===== src/rtl/seq_divider_pkg.sv =====
// Shared definitions for the sequential restoring divider: state encoding and
// the fill value for the divide-by-zero quotient.
package seq_divider_pkg;

  typedef enum logic [1:0] {
    StIdle = 2'b00,
    StCalc = 2'b01,
    StDone = 2'b10
  } div_state_e;

  // Replicated across the quotient width on divide-by-zero.
  localparam logic DbzQuotFill = 1'b1;

endpackage


===== src/rtl/div_trial_sub.sv =====
// Ripple add/sub slice with the subtract control tied high: diff_o = a_i - b_i,
// borrow_o set when b_i > a_i.
module div_trial_sub #(
  parameter int unsigned Width = 9
) (
  input  logic [Width-1:0] a_i,
  input  logic [Width-1:0] b_i,
  output logic [Width-1:0] diff_o,
  output logic             borrow_o
);

  localparam logic Sub = 1'b1;

  logic [Width-1:0] b_x;
  logic [Width:0]   carry;

  assign b_x      = b_i ^ {Width{Sub}};
  assign carry[0] = Sub;

  for (genvar i = 0; i < Width; i++) begin : g_ripple
    assign diff_o[i]  = a_i[i] ^ b_x[i] ^ carry[i];
    assign carry[i+1] = (a_i[i] & b_x[i]) | (carry[i] & (a_i[i] ^ b_x[i]));
  end

  // No carry out of a two's-complement subtract means a borrow occurred.
  assign borrow_o = Sub & ~carry[Width];

endmodule


===== src/rtl/seq_divider.sv =====
// Multi-cycle unsigned restoring divider producing one quotient bit per clock,
// with a start/busy/done handshake and a divide-by-zero flag.
module seq_divider import seq_divider_pkg::*; #(
  parameter int unsigned WIDTH = 8,
  parameter int unsigned CNT_W = $clog2(WIDTH + 1)
) (
  input  logic             clk,
  input  logic             rst_n,
  input  logic             start,
  input  logic [WIDTH-1:0] dividend,
  input  logic [WIDTH-1:0] divisor,
  output logic             busy,
  output logic             done,
  output logic [WIDTH-1:0] quotient,
  output logic [WIDTH-1:0] remainder,
  output logic             div_by_zero
);

  div_state_e       state_q, state_d;
  logic [CNT_W-1:0] cnt_q, cnt_d;
  logic [WIDTH:0]   r_q, r_d;
  logic [WIDTH-1:0] q_q, q_d;
  logic [WIDTH-1:0] d_q, d_d;
  logic [WIDTH-1:0] quot_q, quot_d;
  logic [WIDTH-1:0] rem_q, rem_d;
  logic             dbz_q, dbz_d;

  logic [WIDTH:0]   r_shift;
  logic [WIDTH:0]   trial_diff;
  logic             trial_borrow;
  logic [WIDTH:0]   r_next;
  logic [WIDTH-1:0] q_next;
  logic             last_iter;

  // R never exceeds the divisor, so its msb only holds the zero guard bit.
  logic unused_r_msb;
  assign unused_r_msb = r_q[WIDTH];

  assign r_shift = {r_q[WIDTH-1:0], q_q[WIDTH-1]};

  div_trial_sub #(
    .Width(WIDTH + 1)
  ) u_trial_sub (
    .a_i     (r_shift),
    .b_i     ({1'b0, d_q}),
    .diff_o  (trial_diff),
    .borrow_o(trial_borrow)
  );

  assign r_next    = trial_borrow ? r_shift : trial_diff;
  assign q_next    = {q_q[WIDTH-2:0], ~trial_borrow};
  assign last_iter = (cnt_q == CNT_W'(WIDTH - 1));

  always_comb begin
    state_d = state_q;
    cnt_d   = cnt_q;
    r_d     = r_q;
    q_d     = q_q;
    d_d     = d_q;
    quot_d  = quot_q;
    rem_d   = rem_q;
    dbz_d   = dbz_q;
    unique case (state_q)
      StIdle, StDone: begin
        if (start) begin
          if (divisor != '0) begin
            r_d     = '0;
            q_d     = dividend;
            d_d     = divisor;
            cnt_d   = '0;
            state_d = StCalc;
          end else begin
            quot_d  = {WIDTH{DbzQuotFill}};
            rem_d   = dividend;
            dbz_d   = 1'b1;
            state_d = StDone;
          end
        end else begin
          state_d = StIdle;
        end
      end
      StCalc: begin
        r_d   = r_next;
        q_d   = q_next;
        cnt_d = cnt_q + CNT_W'(1);
        if (last_iter) begin
          quot_d  = q_next;
          rem_d   = r_next[WIDTH-1:0];
          dbz_d   = 1'b0;
          state_d = StDone;
        end
      end
      default: state_d = StIdle;
    endcase
  end

  always_ff @(posedge clk or negedge rst_n) begin
    if (!rst_n) begin
      state_q <= StIdle;
      cnt_q   <= '0;
      r_q     <= '0;
      q_q     <= '0;
      d_q     <= '0;
      quot_q  <= '0;
      rem_q   <= '0;
      dbz_q   <= 1'b0;
    end else begin
      state_q <= state_d;
      cnt_q   <= cnt_d;
      r_q     <= r_d;
      q_q     <= q_d;
      d_q     <= d_d;
      quot_q  <= quot_d;
      rem_q   <= rem_d;
      dbz_q   <= dbz_d;
    end
  end

  assign busy        = (state_q == StCalc);
  assign done        = (state_q == StDone);
  assign quotient    = quot_q;
  assign remainder   = rem_q;
  assign div_by_zero = dbz_q;

endmodule


===== config.mk =====
export PLATFORM = sky130hd
export DESIGN_NAME = seq_divider
export DESIGN_NICKNAME = d
export VERILOG_FILES = /design/src/rtl/seq_divider_pkg.sv /design/src/rtl/div_trial_sub.sv /design/src/rtl/seq_divider.sv
export SDC_FILE = /design/constraint.sdc
export NUM_CORES = 1
export LEC_CHECK = 0
export BUFFER_PORTS_ARGS = -buffer_cell sky130_fd_sc_hd__buf_2
export CAP_MARGIN = 25
export CORE_ASPECT_RATIO = 1.1
export CORE_MARGIN = 2
export CORE_UTILIZATION = 50
export DETAILED_ROUTE_END_ITERATION = 16
export PLACE_DENSITY = 0.85
export SYNTH_ARGS = -nofsm -noshare
export SYNTH_HDL_FRONTEND = slang
export SYNTH_SLANG_ARGS = --single-unit

===== constraint.sdc =====
create_clock -name clk -period 3.85 [get_ports clk]
set_input_delay 0.1925 -clock clk [delete_from_list [all_inputs] [get_ports clk]]
set_output_delay 0.1925 -clock clk [all_outputs]
set_load 0.02 [all_outputs]

### Yosys cells after proc, flatten, opt, wreduce, memory -nomap -nowiden

Index checks and enable logic that the tools add are counted.

* flip-flop bits (word level): 47
* bits of input ports: 19
* output and inout bits: 19
* word-level logic and storage cells: 93

* $add $sub $neg: 1
* equality and inequality tests: 7
* multiplexer cells: 26
* bitwise operators: 44
* reductions and logical operators: 7

Operator list (count)
* 8-bit 2-to-1 mux: 11
* 8-bit one-hot mux with 2 select lines: 4
* 1-bit bitwise AND: 17
* 1-bit XOR: 16
* 8-bit NOT with 9-bit output: 1
* 1-bit OR: 9
* 4-bit 2-to-1 mux: 2
* 4-bit one-hot mux with 2 select lines: 1
* 8-bit nonzero test: 1
* 2-bit 2-to-1 mux: 3
* 2-bit inequality test (second input constant): 3
* 3-bit AND reduction: 2
* 4-bit by 1-bit adder with 4-bit output (second input constant): 1
* 4-bit by 3-bit equality test with 1-bit output (second input constant): 1
* 2-bit one-hot mux with 2 select lines: 1
* 4-bit AND reduction: 1
* 1-bit 2-to-1 mux: 3
* 2-bit by 1-bit equality test with 1-bit output (second input constant): 1
* 2-bit equality test (second input constant): 1
* 2-bit zero test: 1
* 2-bit by 1-bit inequality test with 1-bit output (second input constant): 1
* 1-bit one-hot mux with 2 select lines: 1
* 2-bit nonzero test: 1
* 2-bit OR reduction: 1
* 1-bit NOT: 1

### Logic depth before layout (Yosys ltp)

* depth after elaboration: 22
* gate-level depth with buffers: 16
* depth with buffers taken out: 15

### Modules after synthesis

From an unflattened synthesis, not the netlist that was laid out.

* cells, all modules: 251
* area total of the unflattened synthesis: 2368.5 um^2

By module, submodules not included
* seq_divider: instances 1, cells each 223, area an instance 2124.5 um^2, seq. area each 1176.1 um^2
* div_trial_sub: instances 1, cells each 28, area an instance 244.0 um^2, seq. area each 0.0 um^2

### Least setup slack after synthesis

No wires, ideal clock.

* path kind: register to register
* start: register q_q[7]
* end: register rem_q[3], in the netlist remainder[3]
* library setup time: 0.125 ns
* arrival: 3.707 ns
* required time: 3.725 ns
* slack: 0.018 ns
* stages on the path, launching flop included: 17
* buffers on the path: 1
* clock period less this slack: 3.832 ns
* cell sequence: dfrtp_1 > inv_1 > ha_1 > inv_1 > fa_1 > fa_1 > inv_1 > fa_1 > fa_1 > fa_1 > fa_1 > fa_1 > nor2b_1 > buf_2 > mux2_2 > o21ai_0 > mux2_4

* word-level cells in the longest chain between the ends: 21
* elaborated cells between the ends (all ways): 23

Ends and longest elaborated chain
* start: declaration: RTL line seq_divider.sv:22 `logic [WIDTH-1:0] q_q, q_d;`
* start signal: assignment: RTL line seq_divider.sv:111 `q_q <= q_d;`
* 1-bit bitwise AND / 1-bit XOR (equally long branches): RTL line div_trial_sub.sv:22 `assign carry[i+1] = (a_i[i] & b_x[i]) | (carry[i] & (a_i[i] ^ b_x[i]));`
* 1-bit OR (*): RTL line div_trial_sub.sv:22
* 1-bit bitwise AND (*): RTL line div_trial_sub.sv:22
* 1-bit OR (*): RTL line div_trial_sub.sv:22
* 1-bit bitwise AND (*): RTL line div_trial_sub.sv:22
* 1-bit OR (*): RTL line div_trial_sub.sv:22
* 1-bit bitwise AND: RTL line div_trial_sub.sv:22
* 1-bit OR: RTL line div_trial_sub.sv:22
* [... 5 more ...]
* 1-bit OR: RTL line div_trial_sub.sv:22
* 1-bit bitwise AND: RTL line div_trial_sub.sv:22
* 1-bit OR: RTL line div_trial_sub.sv:22
* 1-bit bitwise AND: RTL line div_trial_sub.sv:22
* 1-bit OR: RTL line div_trial_sub.sv:22
* 8-bit 2-to-1 mux (*): RTL line seq_divider.sv:50 `assign r_next = trial_borrow ? r_shift : trial_diff;`
* 8-bit 2-to-1 mux (*): RTL line seq_divider.sv:86 `if (last_iter) begin`
* 8-bit one-hot mux with 2 select lines (*): RTL line seq_divider.sv:63 `unique case (state_q)`
* end signal: assignment: RTL line seq_divider.sv:114 `rem_q <= rem_d;`
* end: declaration: RTL line seq_divider.sv:25 `logic [WIDTH-1:0] rem_q, rem_d;`

Mark *: on every way between the ends. The rest lies on a longest branch, timed or not. The select of a mux whose other input is x is not followed.
A chain may end at the register's enable or synchronous reset.

### Final worst setup path

* start: register q_q[7]
* end: register rem_q[6], in the netlist remainder[6]

* word-level cells in the longest chain between the ends: 21
* elaborated cells between the ends (all ways): 23

Ends and longest elaborated chain (RTL line)
* 1-bit bitwise AND / 1-bit XOR (equally long branches): div_trial_sub.sv:22
* 1-bit OR (*): div_trial_sub.sv:22
* 1-bit bitwise AND (*): div_trial_sub.sv:22
* 1-bit OR (*): div_trial_sub.sv:22
* 1-bit bitwise AND (*): div_trial_sub.sv:22
* 1-bit OR (*): div_trial_sub.sv:22
* 1-bit bitwise AND (*): div_trial_sub.sv:22
* 1-bit OR (*): div_trial_sub.sv:22
* [... 5 more ...]
* 1-bit OR: div_trial_sub.sv:22
* 1-bit bitwise AND: div_trial_sub.sv:22
* 1-bit OR: div_trial_sub.sv:22
* 1-bit bitwise AND: div_trial_sub.sv:22
* 1-bit OR: div_trial_sub.sv:22
* 8-bit 2-to-1 mux (*): seq_divider.sv:50
* 8-bit 2-to-1 mux (*): seq_divider.sv:86
* 8-bit one-hot mux with 2 select lines (*): seq_divider.sv:63

Marks and branches as above.

==> qor.yml <==
cts_max_level: 2
avgSynthCellArea_sq_um: 10.6
layout_min_cycle_time_ns: 3.71
numPortBuffers: 37
insertedDiodeCount: 0
stdcell_count: 315
slowest_stage: "dfrtp_1"
hold_ws_ns: 0.131
worst-path-buf-inv: 3
max_stage_delay_ns: 0.36
postSynthCellCount: 218
slew_headroom_pct: 56.4
hold_path_class: "input pin to flop"
synth.distinct_cells: 31
hold_viol: 0
p_leak_uw: 0.00125
setup_viol_count_final: 0
peakVddDrop_v: 0.000489
crit_required_ns: 4.05
post-route-util_pct: 62.3
numClockSinks: 47
tritoncts: "built"
rsz0062_at_grt: "false"
yosys_warnings: 0
drv_slew: 0
critPathArrivalTime_ns: 3.90
dpl.hpwl_um: 3530
start_util_pct: 52.9
cp-start-kind: "flop"
cts_buffers: 5
setup.worst_path.end_class: "flop"
clk_latency_ns: 0.31
ys_seq_area_share_pct: 50.8
drt_iter0_drc: 116
die-area_sq_um: 5200
gr-usage-all-layers_pct: 21.7
fillCellCount: 351
period_share_pct: 96.3
drc: 0
die_w_um: 68.9
drive_gt1_share_pct: 33.7
synth-seq-cells: 47
ctsRootBufferMaster: "clkbuf_8"
grt_max_degree: 48
cp_top_family: "adder cells"
die_height_um: 75.4
grt_pass1_wl_um: 8020
syn_to_final_growth_pct: 17.8
drv_cap: 0
crit_type: "flop to flop"
route.antenna.remaining_nets: 0
grt_pass1_vias: 1758
vias: 1767
synth_nets: 246
fmax_mhz: 270
nets: 288
gp_congestion: 0.803
fin_area_sq_um: 2730
post-place-cells: 304
status: "completed"
antenna_found_initial: 0
power_density_nw_per_um2: 985
viasPerCell: 5.61
finalSetupTns_ns: 0
worstPathCellList: "inv_1, ha_1, inv_1, fa_2, fa_1, inv_1, fa_2, fa_2, fa_2, fa_2, fa_2, nor2b_4, mux2_2, o21ai_0, mux2_4"
critPathMostFrequentCell: "fa_2"
worst_pin_slew_ns: 0.652
grt_overflow: 0
core_area_sq_um: 4380
final_cell_mix: "47 x dfrtp_1, 37 x nand2_1, 37 x buf_2, 18 x a21oi_1, 15 x o21ai_0"
post_drt_wl_per_cell_um: 16.3
rows: 25
path_clk_slew_ns: 0.09
dpl_cell_area_sq_um: 2560
final_common_cell: "dfrtp_1"
crit_fanout: 7
drt-pass1-iter-count: 4
fin_skew_ns: 0.00291
clk_path_buf_depth: 2
syn-cell-area_sq_um: 2320
ios: 38
wl_um: 5150
cell type report:
class	count	area, sq um	share of cell area (%)
clock inverter	3	20.0	0.733
tap	54	67.6	2.47
timing repair buffer	47	275	10.1
inverter	13	48.8	1.79
multi-input combinational	146	1070	39.3
sequential	47	1180	43.1
clock buffer	5	68.8	2.52
repair_timing:
action                                  4_1_cts  5_1_grt
hold buffers                                  0        1
hold endpoints to repair                      0       15
gates resized for setup                       7       10
endpoints found under the setup margin        9        9
setup buffers                                 0        1
worst paths after layout:
| path | startpoint | to | slack, ns | depth (start not counted) |
|---|---|---|---|---|
| setup / recovery | q_q[7] | remainder[6] | 0.14 | 15 |
| hold / removal | divisor[5] | d_q[5] | 0.13 | 3 |
| setup reg to reg | q_q[7] | remainder[6] | 0.14 | 15 |
| hold reg to reg | quotient[4] | quotient[4] | 0.49 | 1 |
| max in group asynchronous | rst_n | d_q[7] | 3.04 | 3 |
| min in group asynchronous | rst_n | remainder[3] | 0.32 | 2 |
power by group:
part | internal (uW) | total [uW] | switching (uW)
clock | 126 | 300 | 174
sequential | 736 | 907 | 171
combinational | 680 | 1480 | 802
total | 1540 | 2690 | 1150
worst min-delay path, stage by stage:
cell,delay [ns]
buf_2,0.11
nand2_1,0.05
nand2_1,0.06
sequential cells by signal (all words and copies together), names as in the netlist:
name,count
div_by_zero,1
state_q,2
quotient,8
cnt_q,4
r_q,8
remainder,8
q_q,8
d_q,8
synth_stat cells:
cell type,n,share of area (%)
a211oi_1,2,0.65
a21o_1,2,0.65
a21o_2,1,0.38
a21oi_1,18,3.9
a221o_1,1,0.43
a22oi_1,1,0.32
and3b_1,1,0.38
buf_1,3,0.49
buf_2,5,1.1
buf_8,1,0.65
clkbuf_1,3,0.49
dfrtp_1,47,51
fa_1,7,6.0
ha_1,2,1.1
inv_1,13,2.1
mux2_2,4,1.9
mux2_4,6,3.9
mux2i_1,4,1.7
nand2_1,37,6.0
nand2_2,2,0.54
nand2b_1,3,0.81
nand3_1,9,1.9
nor2_1,8,1.3
nor2b_1,4,1.1
nor3b_1,3,0.97
nor4_4,2,1.8
o21ai_0,19,4.1
o21ai_4,1,0.70
o22a_1,1,0.38
o22a_2,7,3.0
xor2_1,1,0.38
layer usage:
metal	part of all wire, %	global-route usage [%]	vias up	wire length (um)
li1	-	-	819	-
met1	40	26.2	875	2090
met3	5.5	5.91	17	284
met2	51	35.0	56	2600
met4	3.4	12.6	0	176
met5	0	0	-	0
logic make-up after synthesis:
logic type	Yosys count	share of synthesized area, %
AO/OA/AOI/OAI	53	14.5
XOR/XNOR	1	0.378
adder cells (fa/ha/maj)	9	7.13
buffers and inverters	25	4.81
flip-flops	47	50.8
multiplexers	14	7.56
AND/OR/NAND/NOR	69	14.8
through the flow:
step	total power (uW)	setup slack, ns
after floorplan	1830	0.0180
after global placement	2190	-0.00436
after detailed placement	2250	-0.145
after CTS	2610	0.0263
after global routing	2900	0.0182
final	2690	0.144
Power figures use the tool's default switching activity.
